**src/rtl/delaychain_pkg.sv**
```systemverilog
// Shared types and default constants for the delay-chain measurement controller.
package delaychain_pkg;

    localparam int DC_N_CHAINS   = 8;
    localparam int DC_CNT_W      = 16;
    localparam int DC_SETTLE_CYC = 16;

    typedef enum logic [2:0] {
        IDLE    = 3'd0,
        SETTLE  = 3'd1,
        LAUNCH  = 3'd2,
        MEASURE = 3'd3,
        DONE    = 3'd4
    } state_t;

    typedef struct packed {
        logic [DC_CNT_W-1:0] count;
        logic                timeout;
        logic                err;
    } result_t;

endpackage

```
**src/rtl/delaychain_sync.sv**
```systemverilog
// Two-flop synchronizer for a vector of independent asynchronous bits.
module delaychain_sync #(
    parameter int W = 1
) (
    input  logic         clk,
    input  logic         rst,
    input  logic [W-1:0] d,
    output logic [W-1:0] q
);

    logic [W-1:0] meta;

    always_ff @(posedge clk or posedge rst) begin
        if (rst) begin
            meta <= '0;
            q    <= '0;
        end else begin
            meta <= d;
            q    <= meta;
        end
    end

endmodule

```
**src/rtl/delaychain_sequencer.sv**
```systemverilog
// Selects one delay chain, settles it, toggles its input and counts cycles until
// the synchronized output follows; the result goes out on a valid/ready port.
module delaychain_sequencer
    import delaychain_pkg::*;
#(
    parameter int N_CHAINS   = DC_N_CHAINS,
    parameter int SEL_W      = 3,
    parameter int CNT_W      = DC_CNT_W,
    parameter int SETTLE_CYC = DC_SETTLE_CYC,
    parameter int TIMEOUT    = 65535
) (
    input  logic                clk,
    input  logic                rst,
    input  logic                start,
    input  logic [SEL_W-1:0]    chain_sel,
    input  logic                test_mode,
    output logic                busy,
    output logic [N_CHAINS-1:0] chain_din,
    output logic                chain_test,
    input  logic [N_CHAINS-1:0] chain_dout,
    output logic                result_valid,
    input  logic                result_ready,
    output logic [CNT_W-1:0]    result_count,
    output logic                result_timeout,
    output logic                result_err,
    output logic [2:0]          dbg_state
);

    // Handshake: the result fields are valid while result_valid is high and are
    // held unchanged until the cycle where result_valid and result_ready are both high.

    state_t              state_q, state_d;
    logic [SEL_W-1:0]    sel_q;
    logic [CNT_W-1:0]    counter;
    logic                baseline;
    logic [N_CHAINS-1:0] sync_q;
    logic                sel_bit;
    logic [N_CHAINS-1:0] sel_mask;
    logic                sel_ok;
    logic                settle_end;
    logic                seen_change;
    logic                timed_out;

    delaychain_sync #(.W(N_CHAINS)) u_sync (
        .clk (clk),
        .rst (rst),
        .d   (chain_dout),
        .q   (sync_q)
    );

    // Decoded view of the latched chain: its synchronized output and a one-hot toggle mask.
    always_comb begin
        sel_bit  = 1'b0;
        sel_mask = '0;
        for (int i = 0; i < N_CHAINS; i++) begin
            if (sel_q == SEL_W'(i)) begin
                sel_bit     = sync_q[i];
                sel_mask[i] = 1'b1;
            end
        end
    end

    assign sel_ok      = int'(chain_sel) < N_CHAINS;
    assign settle_end  = counter == CNT_W'(SETTLE_CYC - 1);
    assign seen_change = sel_bit != baseline;
    assign timed_out   = counter == CNT_W'(TIMEOUT);

    always_ff @(posedge clk or posedge rst) begin
        if (rst) state_q <= IDLE;
        else     state_q <= state_d;
    end

    always_comb begin
        state_d = state_q;
        case (state_q)
            IDLE:    if (start) state_d = sel_ok ? SETTLE : DONE;
            SETTLE:  if (settle_end) state_d = LAUNCH;
            LAUNCH:  state_d = MEASURE;
            MEASURE: if (seen_change || timed_out) state_d = DONE;
            DONE:    if (result_ready) state_d = IDLE;
            default: state_d = IDLE;
        endcase
    end

    always_comb begin
        busy         = state_q != IDLE;
        result_valid = state_q == DONE;
        dbg_state    = state_q;
    end

    // Datapath registers; chain_din only ever toggles, so each chain alternates edges.
    always_ff @(posedge clk or posedge rst) begin
        if (rst) begin
            sel_q          <= '0;
            counter        <= '0;
            baseline       <= 1'b0;
            chain_din      <= '0;
            chain_test     <= 1'b0;
            result_count   <= '0;
            result_timeout <= 1'b0;
            result_err     <= 1'b0;
        end else begin
            case (state_q)
                IDLE: begin
                    if (start) begin
                        sel_q      <= chain_sel;
                        chain_test <= test_mode;
                        counter    <= '0;
                        if (!sel_ok) begin
                            result_count   <= '0;
                            result_timeout <= 1'b0;
                            result_err     <= 1'b1;
                        end
                    end
                end
                SETTLE: begin
                    counter <= counter + 1'b1;
                    if (settle_end) baseline <= sel_bit;
                end
                LAUNCH: begin
                    chain_din <= chain_din ^ sel_mask;
                    counter   <= '0;
                end
                MEASURE: begin
                    if (seen_change) begin
                        result_count   <= counter;
                        result_timeout <= 1'b0;
                        result_err     <= 1'b0;
                    end else if (timed_out) begin
                        result_count   <= CNT_W'(TIMEOUT);
                        result_timeout <= 1'b1;
                        result_err     <= 1'b0;
                    end else begin
                        counter <= counter + 1'b1;
                    end
                end
                default: ;
            endcase
        end
    end

endmodule
```
**config.mk**
```make
export PLATFORM = sky130hd
export DESIGN_NAME = delaychain_sequencer
export DESIGN_NICKNAME = d
export VERILOG_FILES = /design/src/rtl/delaychain_pkg.sv /design/src/rtl/delaychain_sync.sv /design/src/rtl/delaychain_sequencer.sv
export SDC_FILE = /design/constraint.sdc
export NUM_CORES = 1
export LEC_CHECK = 0
export ABC_CLOCK_PERIOD_IN_PS = 2350
export CAP_MARGIN = 0
export CORE_MARGIN = 2
export CORE_UTILIZATION = 53
export DETAILED_ROUTE_END_ITERATION = 7
export MAX_ROUTING_LAYER = met4
export PLACE_DENSITY_LB_ADDON = 0.15
export SYNTH_ARGS = -nofsm -noshare
export SYNTH_HDL_FRONTEND = slang
export SYNTH_HIERARCHICAL = 1
export SYNTH_SLANG_ARGS = --single-unit
```
**constraint.sdc**
```tcl
create_clock -name clk -period 2.35 [get_ports clk]
set_input_delay 0.235 -clock clk [delete_from_list [all_inputs] [get_ports clk]]
set_output_delay 0.235 -clock clk [all_outputs]
set_load 0.05 [all_outputs]
```
[Word level (Yosys, flattened, before mapping)]
Index checks and enable logic that the tools add are counted.
Storage, ports and cells
  flip-flop bits (word level): 66
  output and inout bits: 32
  input port bits: 16
Cells by class
  add/sub/neg operators: 1
  eq/ne operators: 20
  muxes and demuxes: 31
  reduce and logical (&&, ||, !) cells: 11
  bitwise gates (word level): 1
Operators with widths (count)
  two-way mux 16 bit: 5
  one-hot mux 16 bit (4 select lines): 1
  two-way mux 1 bit: 20
  adder 16 x 1 -> 16 bit (second input constant): 1
  == test 16 bit (second input constant): 1
  == test 16 x 4 -> 1 bit (second input constant): 1
  == test 3 bit (second input constant): 5
  one-hot mux 3 bit (5 select lines): 1
  == test 3 x 2 -> 1 bit (second input constant): 4
  two-way mux 3 bit: 4
  inequality test 2 bit (second input constant): 5
  AND reduction 4 bit: 2
  bitwise XOR 8 bit: 1
  == test 3 x 1 -> 1 bit (second input constant): 2
  zero test 3 bit: 2
  AND reduction 2 bit: 3
  nonzero test 4 bit: 1
  nonzero test 3 bit: 1
  inequality test 2 x 1 -> 1 bit (second input constant): 1
  nonzero test 2 bit: 1
  logical OR 1 bit: 1
  inequality test 1 bit: 1

[Depth between registers and ports, before layout]
Gate-level depths: netlist of the first run.
  word-level depth: 13
  depth in mapped cells: 8
  mapped depth without buffers: 7

[Hierarchy]
The synthesis of the first run kept the hierarchy.
Modules (own cells, without submodules)
  delaychain_sequencer: cells an instance 232, area an instance 2482.4 um2, instances 1, seq. area each 1226.2 um2
  delaychain_sync: cells an instance 17, area an instance 404.1 um2, instances 1, seq. area each 400.4 um2

[Worst setup path before layout of the first run]
OpenSTA, ideal clock, no wires.
  path type: register to register
  from: register state_q[0] (netlist: dbg_state[0])
  to: register result_count[0]
  cell stages (with the launch flop): 9
  required time: 2.228 ns
  setup time: 0.122 ns
  arrival: 2.063 ns
  path slack: 0.166 ns
  buffers on the path: 3
  cell sequence: dfrtp_1 -> buf_2 -> inv_1 -> nor2_1 -> nand2_1 -> a21o_1 -> buf_2 -> buf_6 -> o22a_1
Between the ends
  cells in the longest elaborated chain, start to end: 2
RTL lines
  start: declaration: RTL line delaychain_sequencer.sv:32  | state_t state_q, state_d;
  start signal: assignment: RTL line delaychain_sequencer.sv:70  | else state_q <= state_d;
  == test 3 x 2 -> 1 bit: RTL line delaychain_sequencer.sv:103  | case (state_q)
  AND reduction 2 bit (no line)
  end signal: assignment: RTL line delaychain_sequencer.sv:126  | result_count <= counter;
  end signal: assignment: RTL line delaychain_sequencer.sv:130  | result_count <= CNT_W'(TIMEOUT);
  end: declaration: RTL line delaychain_sequencer.sv:23  | output logic [CNT_W-1:0] result_count,
No other way between the ends.
A chain may end at the register's enable or synchronous reset.

[Final worst setup path of the first run]
  from: register counter[0]
  to: register counter[14]
Between the ends
  cells in the longest elaborated chain, start to end: 4
RTL lines
  start: declaration: RTL line delaychain_sequencer.sv:34  | logic [CNT_W-1:0] counter;
  start signal: assignment: RTL line delaychain_sequencer.sv:117  | counter <= counter + 1'b1;
  start signal: assignment: RTL line delaychain_sequencer.sv:134  | counter <= counter + 1'b1;
  adder 16 x 1 -> 16 bit: RTL line delaychain_sequencer.sv:117, delaychain_sequencer.sv:134
  two-way mux 16 bit: RTL line delaychain_sequencer.sv:129  | end else if (timed_out) begin
  two-way mux 16 bit: RTL line delaychain_sequencer.sv:125  | if (seen_change) begin
  one-hot mux 16 bit (4 select lines): RTL line delaychain_sequencer.sv:103
Parallel ways exist; a longest one is shown, timed or not. The select of a mux whose other input is x is not followed.

==> results of run 1 <==
## sequential cells by signal, summed over array words and instances, names as in the netlist
signal,flops
counter,16
result_count,16
chain_din,8
u_sync/meta,8
u_sync/q,8
dbg_state,3
sel_q,3
baseline,1
chain_test,1
result_timeout,1
## kinds of logic (layout without fill, tap and decap cells)
| family | after synthesis | in the layout | share of synthesized area [%] |
|---|---|---|---|
| flip-flops | 65 | 65 | 56.4 |
| AO/OA/AOI/OAI | 52 | 52 | 15.3 |
| multiplexers | 11 | 11 | 4.55 |
| XOR/XNOR | 8 | 8 | 2.43 |
| adder cells (fa/ha/maj) | 1 | 1 | 0.433 |
| buffers and inverters | 22 | 86 | 4.42 |
| other | 1 | 1 | 0.130 |
| AND/OR/NAND/NOR | 89 | 89 | 16.3 |
## cell type report
| cell class | count | share of cell area (%) |
|---|---|---|
| repair buffers | 61 | 15.7 |
| flip-flops and latches | 65 | 44.0 |
| inverters | 9 | 0.912 |
| well taps | 70 | 2.37 |
| clock buffers | 10 | 3.45 |
| multi-input cells | 162 | 31.0 |
| clock inverters | 6 | 2.50 |
## power groups by stage
stage / Clock [mW] / Combinational, mW / Sequential [mW]
floorplan: 0 / 1.01 / 2.37
global placement: 0 / 2.22 / 1.77
detailed placement: 0 / 2.26 / 1.78
CTS: 1.05 / 2.27 / 1.76
global route: 1.11 / 2.48 / 1.82
finish: 1.04 / 2.33 / 1.76
## cells in the final DEF (no fill, tap or decap), types with 4 or more instances in the layout
master,instances
a21o_1,4
nand3_1,11
nor2b_1,4
xnor2_1,8
clkbuf_8,9
mux2_2,4
and3_1,5
inv_1,8
o22a_1,21
buf_4,15
nand2_1,25
clkdlybuf4s50_1,45
nor2_1,14
nor3_1,7
dfrtp_1,63
## timing repair
action,4_1_cts,5_1_grt
resized for setup,0,6
endpoints found under the setup margin,0,14
buffers inserted,0,5
## how the worst max path moves through the flow
stage                             start                     endpoint  cells after the start
5_1_grt          counter[0]$_DFFE_PP0P_      counter[14]$_DFFE_PP0P_                      8
6_report         counter[0]$_DFFE_PP0P_      counter[14]$_DFFE_PP0P_                      8
3_3_place_gp     counter[0]$_DFFE_PP0P_      counter[11]$_DFFE_PP0P_                      7
3_5_place_dp     counter[0]$_DFFE_PP0P_       counter[2]$_DFFE_PP0P_                      7
4_1_cts          counter[0]$_DFFE_PP0P_       counter[2]$_DFFE_PP0P_                      7
2_1_floorplan  dbg_state[0]$_DFFE_PP0P_  result_count[0]$_DFFE_PP0P_                      8
## critical path, delay by kind of cell, from the launching register on
kind / cells / cell delay [ns]
and+or+nand+nor: 5 / 1.10
DFF: 1 / 0.40
AOI/OAI and AO/OA: 1 / 0.26
adders and majority gates: 1 / 0.20
buffers and inverters: 1 / 0.19
## metal layers
layer / track usage (%) / share of wire (%) / vias up
met4: 9.46 / 1.1 / 0
met5: - / 0 / -
met3: 3.95 / 5.0 / 7
met2: 34.7 / 48 / 56
met1: 31.6 / 46 / 1046
li1: - / - / 1010
==> impl_metrics.yaml, run 1 <==
timing:
  holdWs_ns: 0.285
  max_freq_mhz: 441
  fin_tns_setup_ns: 0
  slew_headroom_pct: 59.4
  drv_slew: 0
  tightest_slew_ns: 0.603
  finalHoldViolations: 0
  finalCritPeriodShare_pct: 96.5
  fin_skew_ns: 0.00854
  period_minus_slack_ns: 2.27
  setup_ws_ns: 0.0831
  setup_violations: 0
layout:
  diodes: 0
  layout-drive-gt1-share_pct: 18.2
  multi_input_area_sq_um: 1150
  area_growth_syn_to_layout_pct: 28.3
  regArea_sq_um: 1630
  fin_nets: 325
  fin_cells: 383
  utilization_pct: 71.6
  fillCellCount: 383
  postLayoutCellArea_sq_um: 3700
synthesis:
  synth_cells: 249
  synthFlopType: "dfrtp_1"
  ys_async_sr_fraction_pct: 100
  synth_most_common_cell: "dfrtp_1"
  syn_nets: 266
  synthesis.area_sq_um: 2890
  yosys-top-cells-area: "dfrtp_1 (56%), o22a_1 (6.4%), nand2_1 (3.3%)"
  yosys_warnings: 6
  synth_top_cell_by_area: "dfrtp_1"
  synth-seq-area-share_pct: 56.4
  ys_seq_elements: 65
  synth_edf_count: 0
  synth_top_area_share_pct: 56.4
  ys_types: 53
  syn_area_per_cell_sq_um: 11.6
  synth_commonest_cells: "dfrtp_1 (65), nand2_1 (25), o22a_1 (21)"
floorplanning:
  die_w_microns: 77.8
  row_count: 26
  start_util_pct: 55.8
  die_h_microns: 77.8
  io_pins: 48
  die_area_sq_um: 6050
  coreArea_sq_um: 5170
placement:
  portBuffers: 46
  dp_cells: 362
  hpwl_microns: 4260
  placed_area_sq_um: 3430
  gp_congestion: 0.907
  place_ws_ns: 0.0798
power:
  combPwrFrac_pct: 45.4
  max-vdd-ir-drop_v: 0.000860
  sequentialPowerShare_pct: 34.3
  clkPwrFrac_pct: 20.3
  power_mw: 5.13
  p_leak_nw: 1.67
  power.share.switching_pct: 41.6
  power_density_nw_per_um2: 1390
  power.internal_mw: 2.99
  net-switching-power_mw: 2.14
critical_path:
  critPathKind: "reg -> reg"
  crit_path_max_fanout: 5
  r2r_slack_ns: 0.08
  required_ns: 2.58
  cp_data_arrival_time_ns: 2.49
  crit_top_cell: "nand3_1"
  crit_slowest_cell: "dfrtp_2"
  startpoint_type: "register"
  r2r.worst_path.cells: 8
  cp_slowest_stage_delay_ns: 0.40
  r2r-start: "counter[0]$_DFFE_PP0P_"
  reg2reg_to: "counter[14]$_DFFE_PP0P_"
  end_kind: "register"
  crit_chain: "ha_1 -> nand3_1 -> nor4_4 -> buf_4 -> nand3_1 -> or3_1 -> and3_1 -> a211o_1"
detailed_routing:
  avgRoutedWirePerCell_microns: 16.0
  drtPass1Iterations: 4
  wl_microns: 6110
  vias_per_cell: 5.53
  drt_iter0_drc: 192
  ant_nets: 0
  drc_errors: 0
  num_vias: 2119
clock_network:
  max-clock-path-buffers: 2
  clk_pin_slew_worst_paths_ns: 0.07
  cts.sinks: 65
  cts_tree: "yes"
  cts_root_buffer: "clkbuf_8"
  hold_buffers: 0
  clk_latency_ns: 0.34
  cts_buffers: 9
  h-tree-depth: 3
worst_hold_path:
  hold_path.class: "in -> async"
run:
  cap_violations: 0
global_route:
  grt_usage_pct: 23.2
  antenna_found_initial: 0
  grt_max_degree: 26
  grt_pass1_vias: 2085
  grt_overflow: 0
  grt_pass1_wl_microns: 10400
status:
  outcome: "finished, final reports clean"
Note: power is estimated with default switching activity, not from simulation.
==> inputs of run 2 (changes only) <==
--- a/config.mk
+++ b/config.mk
@@ -14,5 +14,4 @@
 export PLACE_DENSITY_LB_ADDON = 0.15
 export SYNTH_ARGS = -nofsm -noshare
 export SYNTH_HDL_FRONTEND = slang
-export SYNTH_HIERARCHICAL = 1
 export SYNTH_SLANG_ARGS = --single-unit
==> run 2 against run 1 <==
The run now ends with negative setup slack left. Clock-buffer cell count increased by 2. Sequential share of layout area is 3.6 points lower. Final cell count rose by 16%. Design area increased by 9.0%. Global-route usage up 0.25 points. Worst hold slack worse by 0.044 ns. Synthesized cell count grew 12%. Die area rose by 0.81%. Fmax is 11% lower. Clock power shrank 10%. Power shrank 12%. Critical path type unchanged. Largest power group unchanged.
==> impl_metrics.yaml, run 2 <==
status:
  outcome: "finished with violations"
  failed_checks: "negative setup slack"
placement:
  placed_area_sq_um: 3710
  gp_congestion: 0.923
  hpwl_microns: 4610
  portBuffers: 46
  dp_cells: 421
  place_ws_ns: -0.262
layout:
  fin_cells: 443
  utilization_pct: 77.5
  fin_nets: 386
  postLayoutCellArea_sq_um: 4030
  area_growth_syn_to_layout_pct: 38.5
  final_cell_mix: "dfrtp_1 (64), clkdlybuf4s50_1 (46), buf_4 (42)"
  top_regs: "counter (16), result_count (16)"
  layout_commonest_cell: "dfrtp_1"
  diodes: 0
  layout-drive-gt1-share_pct: 22.3
detailed_routing:
  drc_errors: 0
  wl_microns: 6610
  vias_per_cell: 5.49
  num_vias: 2431
  drt_iter0_drc: 116
  avgRoutedWirePerCell_microns: 14.9
  drtPass1Iterations: 5
  ant_nets: 0
timing:
  setup_ws_ns: -0.195
  finalHoldViolations: 0
  slew_headroom_pct: 66.3
  max_freq_mhz: 393
  finalCritPeriodShare_pct: 108
  setup_violations: 15
  period_minus_slack_ns: 2.55
  tightest_slew_ns: 0.503
  rsz0062_at_grt: "true"
  drv_slew: 0
  fin_skew_ns: 0.00837
synthesis:
  syn_area_per_cell_sq_um: 10.4
  synthesis.area_sq_um: 2910
  synth_most_common_cell: "dfrtp_1"
  synth.area.mux_share_pct: 5.67
  synth_top_family_by_area: "simple AND/OR/NAND/NOR gates"
  synth_cells: 279
  ys_types: 38
  yosys_warnings: 0
  ys_seq_elements: 65
  synth_compound_area_share_pct: 12.5
  synth_commonest_cells: "dfrtp_1 (65), nand2_1 (36), o21ai_0 (28)"
  yosys-top-cells-area: "dfrtp_1 (56%), o21ai_0 (4.8%), nand2_1 (4.6%)"
  yosys.area_share.simple_pct: 19.6
  synth_edf_count: 0
  syn_nets: 296
  synthFlopType: "dfrtp_1"
  synthAdderAreaFrac_pct: 0.430
  synthXorXnorAreaFrac_pct: 2.41
  synth_top_area_share_pct: 55.9
  synth_top_cell_by_area: "dfrtp_1"
  ys_async_sr_fraction_pct: 100
  synth-seq-area-share_pct: 55.9
floorplanning:
  die_h_microns: 78.1
  start_util_pct: 55.9
  die_w_microns: 78.1
  io_pins: 48
  coreArea_sq_um: 5200
  row_count: 26
  die_area_sq_um: 6100
global_route:
  antenna_found_initial: 0
  grt_pass1_wl_microns: 10700
  grt_overflow: 0
  grtUsageMet3_pct: 4.37
  use_met2_pct: 37.3
  grt_pass1_vias: 2421
  global_route.usage.met1_pct: 28.3
  grt_max_degree: 45
  grt-busiest-layer: "met2"
  grt_usage_pct: 23.4
clock_network:
  clk_pin_slew_worst_paths_ns: 0.07
  clk_latency_ns: 0.34
  h-tree-depth: 3
  hold_buffers: 0
  cts_root_buffer: "clkbuf_8"
  cts_tree: "yes"
  cts_buffers: 9
  cts.sinks: 65
  max-clock-path-buffers: 2
power:
  power.internal_mw: 2.80
  net-switching-power_mw: 1.72
  power.share.switching_pct: 38.1
  combPwrFrac_pct: 45.8
  p_leak_nw: 1.74
  power_density_nw_per_um2: 1120
  clkPwrFrac_pct: 20.6
  max-vdd-ir-drop_v: 0.000754
  sequentialPowerShare_pct: 33.5
critical_path:
  r2r-start: "sel_q[1]$_DFFE_PP0P_"
  end_kind: "register"
  endpoint: "counter[12]$_DFFE_PP0P_"
  crit_path_max_fanout: 11
  cp_data_arrival_time_ns: 2.81
  r2r.worst_path.cells: 6
  reg2reg_to: "counter[12]$_DFFE_PP0P_"
  startpoint_type: "register"
  required_ns: 2.62
  r2r_slack_ns: -0.20
  critPathKind: "reg -> reg"
  cp-startpoint: "sel_q[1]$_DFFE_PP0P_"
worst_hold_path:
  hold_path.class: "in -> async"
run:
  cap_violations: 0
[run 2: worst min path at each step]
stage	from	endpoint	slack [ns]	cells after the start
5_1_grt	rst	result_count[5]$_DFFE_PP0P_	0.31	2
6_report	rst	counter[1]$_DFFE_PP0P_	0.24	2
4_1_cts	rst	counter[1]$_DFFE_PP0P_	0.27	2
3_3_place_gp	u_sync.meta[6]$_DFF_PP0_	u_sync.q[6]$_DFF_PP0_	0.33	0
3_5_place_dp	u_sync.meta[0]$_DFF_PP0_	u_sync.q[0]$_DFF_PP0_	0.33	0
2_1_floorplan	chain_dout[0]	u_sync.meta[0]$_DFF_PP0_	0.27	0
[run 2: critical path, stage by stage, from the launching register on]
cell	delay [ns]
dfrtp_2	0.48
mux2_1	0.32
mux4_2	0.51
a2111oi_4	0.32
o31ai_4	0.17
or4_1	0.52
a21oi_1	0.15
[run 2: power groups by stage]
| stage | Combinational [mW] | Sequential, mW | Clock [mW] |
|---|---|---|---|
| floorplan | 0.829 | 1.86 | 0 |
| global placement | 1.80 | 1.52 | 0 |
| detailed placement | 1.84 | 1.53 | 0 |
| CTS | 1.95 | 1.52 | 0.945 |
| global route | 2.21 | 1.55 | 0.998 |
| finish | 2.07 | 1.52 | 0.933 |
[run 2: layer usage]
layer	vias up	wire length, microns
li1	1157	-
met1	1185	2780
met2	76	3400
met3	13	329
met4	0	97
met5	-	0
[run 2: through the flow]
| stage | hold slack (ns) | setup TNS, ns | power [mW] |
|---|---|---|---|
| after global placement | 0.332 | -0.970 | 3.32 |
| after floorplan | 0.266 | -0.0295 | 2.69 |
| after CTS | 0.268 | -0.707 | 4.41 |
| final | 0.241 | -1.69 | 4.52 |
| after detailed placement | 0.335 | -2.72 | 3.37 |
| after global routing | 0.310 | -3.25 | 4.76 |
[run 2: kinds of logic after synthesis]
family	count (synthesis)
fa+ha+maj	1
mux	13
compound gates	56
simple gates	116
flops	65
other cells	1
buf+inv	19
xor+xnor	8
[run 2: cell type report]
class / instances / area, sq um
Tap cell: 70 / 87.6
Multi-Input combinational cell: 195 / 1280
Inverter: 7 / 26.3
Fill cell: 368 / 1170
Clock buffer: 12 / 155
Clock inverter: 3 / 40.0
Sequential cell: 65 / 1630
Timing Repair Buffer: 91 / 818
[run 2: what timing repair did]
action                     CTS  global route
pin swaps                    2             1
hold endpoints to repair     0             0
resized for setup            7            12
setup buffers                5             2
setup endpoints to repair   20            23
